`src/rtl/ps2_keyboard_emulator.sv`:
```
// ps2_keyboard_emulator
//   Device-side PS/2 transmitter standing in for a keyboard. Scancode bytes are
//   queued and each one is serialised as an 11-bit PS/2 frame (start, 8 data bits
//   LSB first, odd parity, stop) on ps2_clk/ps2_dat, followed by an idle gap.
//
// Ports
//   clk             system clock
//   reset_n         asynchronous active-low reset
//   scancode_in     byte to transmit
//   scancode_valid  scancode_in is valid
//   scancode_ready  queue can accept a byte (taken on valid & ready at a clk edge)
//   host_inhibit    host is holding the PS/2 clock low (already synchronised)
//   ps2_clk         PS/2 clock toward the host, idle high (registered)
//   ps2_dat         PS/2 data toward the host, idle high (registered)
//   busy            a frame or post-frame gap is in progress (registered)
//   fifo_count      bytes queued, including the byte currently being sent
module ps2_keyboard_emulator #(
  parameter int CLK_HALF_PERIOD  = 2500,
  parameter int GAP_HALF_PERIODS = 4,
  parameter int FIFO_DEPTH       = 4
) (
  input  logic                          clk,
  input  logic                          reset_n,
  input  logic [7:0]                    scancode_in,
  input  logic                          scancode_valid,
  output logic                          scancode_ready,
  input  logic                          host_inhibit,
  output logic                          ps2_clk,
  output logic                          ps2_dat,
  output logic                          busy,
  output logic [$clog2(FIFO_DEPTH):0]   fifo_count
);

  localparam int PW = $clog2(FIFO_DEPTH);
  localparam int CW = $clog2(CLK_HALF_PERIOD * GAP_HALF_PERIODS) + 1;

  localparam logic [1:0] ST_IDLE   = 2'd0;
  localparam logic [1:0] ST_BIT_HI = 2'd1;
  localparam logic [1:0] ST_BIT_LO = 2'd2;
  localparam logic [1:0] ST_GAP    = 2'd3;

  localparam logic [CW-1:0] HALF_LOAD = CW'(CLK_HALF_PERIOD - 1);
  localparam logic [CW-1:0] GAP_LOAD  = CW'(CLK_HALF_PERIOD * GAP_HALF_PERIODS - 1);
  localparam logic [CW-1:0] CNT_ZERO  = {CW{1'b0}};
  localparam logic [CW-1:0] CNT_ONE   = {{(CW-1){1'b0}}, 1'b1};

  localparam logic [PW:0]   DEPTH_COUNT = (PW+1)'(FIFO_DEPTH);
  localparam logic [PW:0]   COUNT_ZERO  = {(PW+1){1'b0}};
  localparam logic [PW:0]   COUNT_ONE   = {{PW{1'b0}}, 1'b1};
  localparam logic [PW-1:0] PTR_ZERO    = {PW{1'b0}};
  localparam logic [PW-1:0] PTR_ONE     = {{(PW-1){1'b0}}, 1'b1};

  localparam logic [3:0] BIT_START   = 4'd0;
  localparam logic [3:0] BIT_STOP    = 4'd10;
  localparam logic [3:0] BIT_LAST_AB = 4'd9;   // highest bit index an inhibit can abort

  // Odd parity: the parity bit makes the total count of ones in data+parity odd.
  function automatic logic odd_parity(input logic [7:0] d);
    return ~^d;
  endfunction

  // Line level for frame bit position idx of byte d.
  function automatic logic frame_bit(input logic [3:0] idx, input logic [7:0] d);
    logic b;
    case (idx)
      4'd0:    b = 1'b0;
      4'd1:    b = d[0];
      4'd2:    b = d[1];
      4'd3:    b = d[2];
      4'd4:    b = d[3];
      4'd5:    b = d[4];
      4'd6:    b = d[5];
      4'd7:    b = d[6];
      4'd8:    b = d[7];
      4'd9:    b = odd_parity(d);
      default: b = 1'b1;
    endcase
    return b;
  endfunction

  logic [7:0]    mem_r [FIFO_DEPTH];
  logic [PW-1:0] wr_ptr_r;
  logic [PW-1:0] rd_ptr_r;
  logic [PW:0]   count_r;
  logic [1:0]    state_r;
  logic [3:0]    bit_idx_r;
  logic [CW-1:0] half_cnt_r;
  logic          ps2_clk_r;
  logic          ps2_dat_r;
  logic          busy_r;

  logic          ready_s;
  logic          push_s;
  logic          pop_s;
  logic [1:0]    state_s;
  logic [3:0]    bit_idx_s;
  logic [CW-1:0] half_cnt_s;
  logic          clk_line_s;
  logic          dat_line_s;
  logic          busy_s;
  logic          abort_s;
  logic [7:0]    head_s;

  // Ready is judged on the pre-pop count, so a full queue refuses a push even when a pop lands the same cycle.
  assign ready_s        = (count_r != DEPTH_COUNT);
  assign push_s         = scancode_valid & ready_s;
  assign head_s         = mem_r[rd_ptr_r];
  assign abort_s        = host_inhibit && (bit_idx_r <= BIT_LAST_AB);

  assign scancode_ready = ready_s;
  assign fifo_count     = count_r;
  assign ps2_clk        = ps2_clk_r;
  assign ps2_dat        = ps2_dat_r;
  assign busy           = busy_r;

  // Frame sequencing: next state, bit index, half-period counter and pop request.
  always_comb begin
    state_s    = state_r;
    bit_idx_s  = bit_idx_r;
    half_cnt_s = half_cnt_r;
    pop_s      = 1'b0;
    case (state_r)
      ST_IDLE: begin
        if ((count_r != COUNT_ZERO) && !host_inhibit) begin
          state_s    = ST_BIT_HI;
          bit_idx_s  = BIT_START;
          half_cnt_s = HALF_LOAD;
        end else begin
          state_s    = ST_IDLE;
        end
      end
      ST_BIT_HI: begin
        if (abort_s) begin
          state_s    = ST_GAP;
          half_cnt_s = GAP_LOAD;
        end else if (half_cnt_r == CNT_ZERO) begin
          state_s    = ST_BIT_LO;
          half_cnt_s = HALF_LOAD;
        end else begin
          half_cnt_s = half_cnt_r - CNT_ONE;
        end
      end
      ST_BIT_LO: begin
        if (abort_s) begin
          state_s    = ST_GAP;
          half_cnt_s = GAP_LOAD;
        end else if (half_cnt_r == CNT_ZERO) begin
          if (bit_idx_r == BIT_STOP) begin
            // Stop bit's low phase is over: the byte has been delivered.
            pop_s      = 1'b1;
            state_s    = ST_GAP;
            half_cnt_s = GAP_LOAD;
          end else begin
            state_s    = ST_BIT_HI;
            bit_idx_s  = bit_idx_r + 4'd1;
            half_cnt_s = HALF_LOAD;
          end
        end else begin
          half_cnt_s = half_cnt_r - CNT_ONE;
        end
      end
      ST_GAP: begin
        if (half_cnt_r == CNT_ZERO) begin
          state_s    = ST_IDLE;
        end else begin
          half_cnt_s = half_cnt_r - CNT_ONE;
        end
      end
      default: begin
        state_s    = ST_IDLE;
        bit_idx_s  = BIT_START;
        half_cnt_s = CNT_ZERO;
      end
    endcase
  end

  // Line levels derived from the next state so the registered outputs track the FSM without lag.
  always_comb begin
    clk_line_s = (state_s != ST_BIT_LO);
    busy_s     = (state_s != ST_IDLE);
    if ((state_s == ST_BIT_HI) || (state_s == ST_BIT_LO)) begin
      dat_line_s = frame_bit(bit_idx_s, head_s);
    end else begin
      dat_line_s = 1'b1;
    end
  end

  // FSM state, counters and registered line outputs.
  always_ff @(posedge clk or negedge reset_n) begin
    if (!reset_n) begin
      state_r    <= ST_IDLE;
      bit_idx_r  <= BIT_START;
      half_cnt_r <= CNT_ZERO;
      ps2_clk_r  <= 1'b1;
      ps2_dat_r  <= 1'b1;
      busy_r     <= 1'b0;
    end else begin
      state_r    <= state_s;
      bit_idx_r  <= bit_idx_s;
      half_cnt_r <= half_cnt_s;
      ps2_clk_r  <= clk_line_s;
      ps2_dat_r  <= dat_line_s;
      busy_r     <= busy_s;
    end
  end

  // Queue pointers and occupancy; reset flushes the queue.
  always_ff @(posedge clk or negedge reset_n) begin
    if (!reset_n) begin
      wr_ptr_r <= PTR_ZERO;
      rd_ptr_r <= PTR_ZERO;
      count_r  <= COUNT_ZERO;
    end else begin
      if (push_s) begin
        wr_ptr_r <= wr_ptr_r + PTR_ONE;
      end
      if (pop_s) begin
        rd_ptr_r <= rd_ptr_r + PTR_ONE;
      end
      case ({push_s, pop_s})
        2'b10:   count_r <= count_r + COUNT_ONE;
        2'b01:   count_r <= count_r - COUNT_ONE;
        default: count_r <= count_r;
      endcase
    end
  end

  // Queue storage; contents are don't-care while the count says empty.
  always_ff @(posedge clk) begin
    if (push_s) begin
      mem_r[wr_ptr_r] <= scancode_in;
    end
  end

endmodule

```
`config.mk`:
```
export PLATFORM = sky130hd
export DESIGN_NAME = ps2_keyboard_emulator
export DESIGN_NICKNAME = d
export VERILOG_FILES = /design/src/rtl/ps2_keyboard_emulator.sv
export SDC_FILE = /design/constraint.sdc
export NUM_CORES = 1
export LEC_CHECK = 0
export BUFFER_PORTS_ARGS = -buffer_cell sky130_fd_sc_hd__buf_2
export CAP_MARGIN = 20
export CORE_MARGIN = 1.5
export CORE_UTILIZATION = 50
export CTS_CLUSTER_SIZE = 25
export DETAILED_ROUTE_END_ITERATION = 6
export GPL_TIMING_DRIVEN = 0
export HOLD_SLACK_MARGIN = 0.15
export PLACE_DENSITY = 0.67
export SLEW_MARGIN = 20
export SYNTH_ARGS = -nofsm -noshare
export SYNTH_HDL_FRONTEND = slang
export SYNTH_SLANG_ARGS = --single-unit
```
`constraint.sdc`:
```
create_clock -name clk -period 4.15 [get_ports clk]
set_clock_uncertainty 0.1 [all_clocks]
set_input_delay 0.415 -clock clk [delete_from_list [all_inputs] [get_ports clk]]
set_output_delay 0.415 -clock clk [all_outputs]
set_load 0.005 [all_outputs]
```
==> metrics.csv, run 1 <==
metric,value,unit
wire per inst,15.9,um
"Seq/Total Area, Yosys",50.9,%
n_diodes,0,
layout net count,352,
sequential share of power,46.1,%
"Req. time, crit path",4.31,ns
IO Port Bufs,18,
"Period Utilization, post-route",87.7,%
core area,6490,um2
Fin. Hold Viols,0,
largest cells by area after synthesis,"edfxtp_1, dfrtp_1, mux4_2",
"FFs w/ async S/R, synth",49.2,%
Layout area overhead,11.1,%
Synth top area share,28.1,%
most frequent cells in the layout,"edfxtp_1, dfrtp_1, nand2_1, nor2_1, buf_2",
DRT Wirelength,6500,um
#FFs+latches synth,63,
"area leader, netlist",edfxtp_1,
"Setup Fix Bufs, Post-CTS",0,
R2R depth,13,
Slew HR,52.9,%
"commonest non-fill, non-tap cell in the layout",edfxtp_1,
Final Util,58.5,%
Routed Antenna Nets,0,
actual slew at the worst max-slew pin,0.706,ns
DR vias,2312,
routability cong.,0.875,
maximum vdd drop,0.333,mV
Max Fclk,275,MHz
fillers,560,
Worst EP arrival,3.80,ns
Die Ht,85.7,um
Die X,85.7,um
DRT iter0 DRCs,107,
largest net degree at the start of global routing,32,
Synth Warn #,0,
"Clk pin slew, worst setup/hold paths",0.07,ns
met2 wire len,3080,um
min cycle time layout,3.64,ns
CP Capture Type,register,
number of flops mapped to enable cells by yosys,32,
clock buffer depth,2,
net switching fraction of the power,35.4,%
FP Rows,29,
Pleak,1.41,nW
WS Path Type,reg -> reg,
layout cells sized above 1,19.0,%
Max-Cap Viols,0,
# setup viols final,0,
Max H-tree Level,3,
DPL Wire Length,4640,um
Syn Nets,322,
highest routed layer,met4,
setup TNS,0,ns
vias in the first global route,2271,
CTS tree,yes,
Reg2Reg Setup Slack,0.51,ns
"Clk Latency, worst-skew pair",0.34,ns
status,"finished, final reports clean",
Worst Hold Class,in -> reg,
cells after synthesis,297,
Pre-antenna DRT Iters,4,
Comb pwr share,28.9,%
Synth Flop Type,edfxtp_1,
Starting Density,52.6,%
CP max FO,10,
Crit path largest cell delay,0.53,ns
Mapped Avg Cell Area,11.5,um2
clock sinks,63,
Congestion Overflow GR,0,
Met1 Wirelength,3060,um
Worst path depth,13,
met3 wire len,262,um
pwr/cell area,512,nW/um2
Worst Hold Depth,1,
RSZ-0062 raised after global routing,no,
antenna violations before repair,0,
io pins,19,
post-synthesis cell area,3420,um2
Max Slew Vio Count,0,
Clock Power Share,25.0,%
Startpoint Class,register,
crit-path leading delay family,adder cells,
first-pass GRT wire length,10900,um
die area,7340,um2
cts bufs inserted,9,
drt drc,0,
gr usage total,19.7,%
Via-to-Cell Ratio,5.65,
worst path bufs/invs,3,
"Slowest-stage cell, CP",nor3_1,
"Power, Total",1.94,mW
crit-path cells,inv_1 -> ha_1 -> o21ba_2 -> o21ai_1 -> clkbuf_1 -> nand2_1 -> nor3_1 -> ha_1 -> inv_1 -> fa_1 -> xor2_1 -> nor2_1 -> xor2_1,
Psw,688,uW
internal power,1.26,mW
synth unique cells,62,
Root Driver,clkbuf_8,
[cells by family after synthesis]
family | Yosys count | share of synthesized area [%]
AND/OR/NAND/NOR | 101 | 16.7
flip-flops | 63 | 50.9
AO/OA/AOI/OAI | 52 | 10.2
buffers and inverters | 30 | 3.51
XOR/XNOR | 22 | 5.63
multiplexers | 15 | 7.79
adder cells (fa/ha/maj) | 14 | 5.27
[power groups by stage]
stage                     sequential [mW]  clock (mW)  combinational (mW)
after global placement              0.903           0               0.546
after floorplan                     0.885           0               0.422
after global routing                0.911       0.524               0.645
after CTS                           0.895       0.501               0.569
after detailed placement            0.908           0               0.565
final                               0.896       0.485               0.562
[routing by layer]
layer  track usage [%]  vias up
met2              30.7       40
met1              27.1     1113
met5                 0        -
met3              5.00        8
li1                  -     1151
met4              6.45        0
[synthesized netlist by cell type, types with 4 or more instances]
cell / count
a21oi_1: 7
and3_1: 6
clkbuf_1: 7
dfrtp_1: 29
edfxtp_1: 32
ha_1: 12
inv_1: 18
mux4_2: 8
nand2_1: 26
nand2b_1: 4
nand3_1: 5
nor2_1: 21
nor2b_1: 5
nor3_1: 9
nor4_1: 5
o21ai_0: 19
xnor2_1: 17
xor2_1: 5
[registers in the layout, indices dropped and copies added (netlist names), 2 cells and up]
register and cells:
fifo_count 3, half_cnt_r 15, mem_r 32, rd_ptr_r 2, bit_idx_r 4, wr_ptr_r 2
state_r 2
[timing repair]
item                                   4_1_cts  5_1_grt
resized for setup                            0        0
endpoints found under the hold margin       29        0
hold buffers                                 1        0
[layout make-up]
| cell class | count | area [um2] | area share (%) |
|---|---|---|---|
| multi-input cells | 204 | 1560 | 41.1 |
| well taps | 77 | 96.3 | 2.54 |
| repair buffers | 19 | 100 | 2.64 |
| clock inverters | 7 | 57.6 | 1.52 |
| flip-flops and latches | 63 | 1740 | 45.8 |
| plain buffers | 11 | 48.8 | 1.29 |
| inverters | 19 | 71.3 | 1.88 |
| clock buffers | 9 | 124 | 3.26 |
[path summary, 6_finish.rpt]
| path | startpoint | endpoint |
|---|---|---|
| worst max register to register | bit_idx_r[0] | fifo_count[2] |
| worst min register to register | fifo_count[0] | fifo_count[0] |
| worst min-delay path | scancode_in[2] | mem_r[1][2] |
| min in group asynchronous | reset_n | half_cnt_r[9] |
| worst max-delay path | bit_idx_r[0] | fifo_count[2] |
| max in group asynchronous | reset_n | fifo_count[2] |
[per-stage QoR]
step	cell area (um2)	worst slack, ns	hold slack, ns	instances
after floorplan	3420	1.14	0.0194	297
after global placement	3610	0.546	0.404	392
after detailed placement	3610	0.501	0.414	392
after CTS	3800	0.475	0.169	409
after global routing	3800	0.240	0.173	409
final	3800	0.509	0.187	409
Power figures use the tool's default switching activity.
==> run 2: changes to the inputs <==
--- a/config.mk
+++ b/config.mk
@@ -13,7 +13,7 @@
 export DETAILED_ROUTE_END_ITERATION = 6
 export GPL_TIMING_DRIVEN = 0
 export HOLD_SLACK_MARGIN = 0.15
-export PLACE_DENSITY = 0.67
+export PLACE_DENSITY = 0.7
 export SLEW_MARGIN = 20
 export SYNTH_ARGS = -nofsm -noshare
 export SYNTH_HDL_FRONTEND = slang
==> constraint.sdc (replaced) <==
create_clock -name clk -period 3 [get_ports clk]
set_clock_uncertainty 0.1 [all_clocks]
set_input_delay 0.3 -clock clk [delete_from_list [all_inputs] [get_ports clk]]
set_output_delay 0.3 -clock clk [all_outputs]
set_load 0.005 [all_outputs]
==> metrics.csv, run 2 (synthesis gave the netlist of run 1 again) <==
metric,value,unit
"Period Utilization, post-route",98.9,%
min cycle time layout,2.97,ns
RR Endpoint,fifo_count[2],
RSZ-0062 raised after global routing,yes,
drt drc,0,
Startpoint Class,register,
vias in the first global route,2308,
Via-to-Cell Ratio,5.69,
most frequent cells in the layout,"edfxtp_1, dfrtp_1, nand2_1, nor2_1, buf_2",
max reg flops,32,
Register Area,1740,um2
"commonest non-fill, non-tap cell in the layout",edfxtp_1,
Die X,85.7,um
Worst Hold Class,in -> reg,
Final Worst Setup Slack,0.0326,ns
Starting Density,52.6,%
Worst EP arrival,3.13,ns
routability cong.,0.858,
Pre-antenna DRT Iters,5,
DPL Wire Length,4660,um
placed cells,392,
Biggest register,mem_r,
cts bufs inserted,9,
CP Capture Type,register,
Final Util,61.3,%
Routed Antenna Nets,0,
# setup viols final,0,
clock buffer depth,2,
DRT iter0 DRCs,131,
pwr/cell area,688,nW/um2
antenna violations before repair,0,
Congestion Overflow GR,0,
FP Rows,29,
Worst Hold Depth,3,
die area,7340,um2
Reg2Reg Setup Slack,0.03,ns
DRT Wirelength,6870,um
core area,6490,um2
Max-Cap Viols,0,
n_diodes,0,
Max Fclk,337,MHz
status,"finished, final reports clean",
gr usage total,20.1,%
first-pass GRT wire length,11200,um
R2R depth,13,
IO Port Bufs,18,
Layout area overhead,16.5,%
io pins,19,
Hold WS,0.280,ns
"Clk Latency, worst-skew pair",0.34,ns
critical hold path startpoint,scancode_valid,
CTS tree,yes,
clock sinks,63,
"Clk pin slew, worst setup/hold paths",0.07,ns
WS Path Type,reg -> reg,
Post-Layout Cell Count,423,
wire per inst,16.2,um
"Req. time, crit path",3.17,ns
Root Driver,clkbuf_8,
Pleak,1.50,nW
Fin. Hold Viols,0,
layout net count,366,
largest net degree at the start of global routing,32,
DR vias,2408,
CP max FO,4,
Regs by FF count,"mem_r x32, half_cnt_r x15, bit_idx_r x4",
worst slack at placement,-0.482,ns
fillers,510,
Hold Crit Endpoint,wr_ptr_r[0],
Slew HR,51.7,%
reg2reg start,half_cnt_r[1],
Max Slew Vio Count,0,
actual slew at the worst max-slew pin,0.725,ns
Max H-tree Level,3,
multi-input logic area,1620,um2
layout cells sized above 1,24.3,%
Die Ht,85.7,um
maximum vdd drop,0.461,mV
## run 2: critical path: stages (launching register included)
cell,delay [ns]
dfrtp_1,0.41
inv_2,0.09
ha_4,0.15
nand2b_4,0.06
or4_4,0.53
nor3_4,0.20
nand2_2,0.09
nor3_4,0.26
ha_2,0.24
inv_2,0.04
fa_2,0.32
xor2_1,0.15
nor2_1,0.13
xor2_1,0.15
## run 2: how the worst max path moves through the flow
stage                                to  cells after the start           from
after floorplan           fifo_count[2]                     13  half_cnt_r[0]
after global placement    fifo_count[2]                     13  half_cnt_r[0]
after detailed placement  fifo_count[2]                     13  half_cnt_r[0]
after CTS                 fifo_count[2]                     13  half_cnt_r[0]
after global routing            ps2_dat                     13  half_cnt_r[0]
final                     fifo_count[2]                     13  half_cnt_r[1]
## run 2: timing repair
| action | in CTS | in global routing |
|---|---|---|
| hold buffers | 9 | 0 |
| pin swaps | 4 | 6 |
| endpoints found under the setup margin | 3 | 3 |
| gates resized for setup | 7 | 13 |
| hold endpoints to repair | 61 | 0 |
| setup buffers | 1 | 5 |
## run 2: per-stage QoR
stage / TNS, ns / power [mW] / cell area (um2)
2_1_floorplan: 0 / 1.81 / 3420
3_3_place_gp: -0.745 / 2.00 / 3610
3_5_place_dp: -0.825 / 2.04 / 3610
4_1_cts: 0 / 2.70 / 3910
5_1_grt: -0.303 / 2.92 / 3980
6_report: 0 / 2.74 / 3980
## run 2: metal layers
| layer | share of wire [%] | global-route usage, % | vias up |
|---|---|---|---|
| met5 | 0 | 0 | - |
| met4 | 0.95 | 5.43 | 0 |
| met3 | 4.1 | 6.06 | 5 |
| met2 | 50 | 31.8 | 52 |
| met1 | 45 | 27.1 | 1177 |
| li1 | - | - | 1174 |
## run 2: area by class of cell
type | instances | area share (%)
Sequential cell | 63 | 43.7
Multi-Input combinational cell | 204 | 40.7
Timing Repair Buffer | 33 | 5.66
Clock buffer | 9 | 3.11
Tap cell | 77 | 2.42
Inverter | 19 | 1.79
Buffer | 11 | 1.32
Clock inverter | 7 | 1.23
## run 2: where the power goes
group	total, mW	leakage (nW)	switching [mW]	internal [mW]
Clock	0.640	0.0793	0.342	0.299
Sequential	1.25	0.637	0.140	1.11
Combinational	0.852	0.783	0.492	0.360
Total	2.74	1.50	0.974	1.77
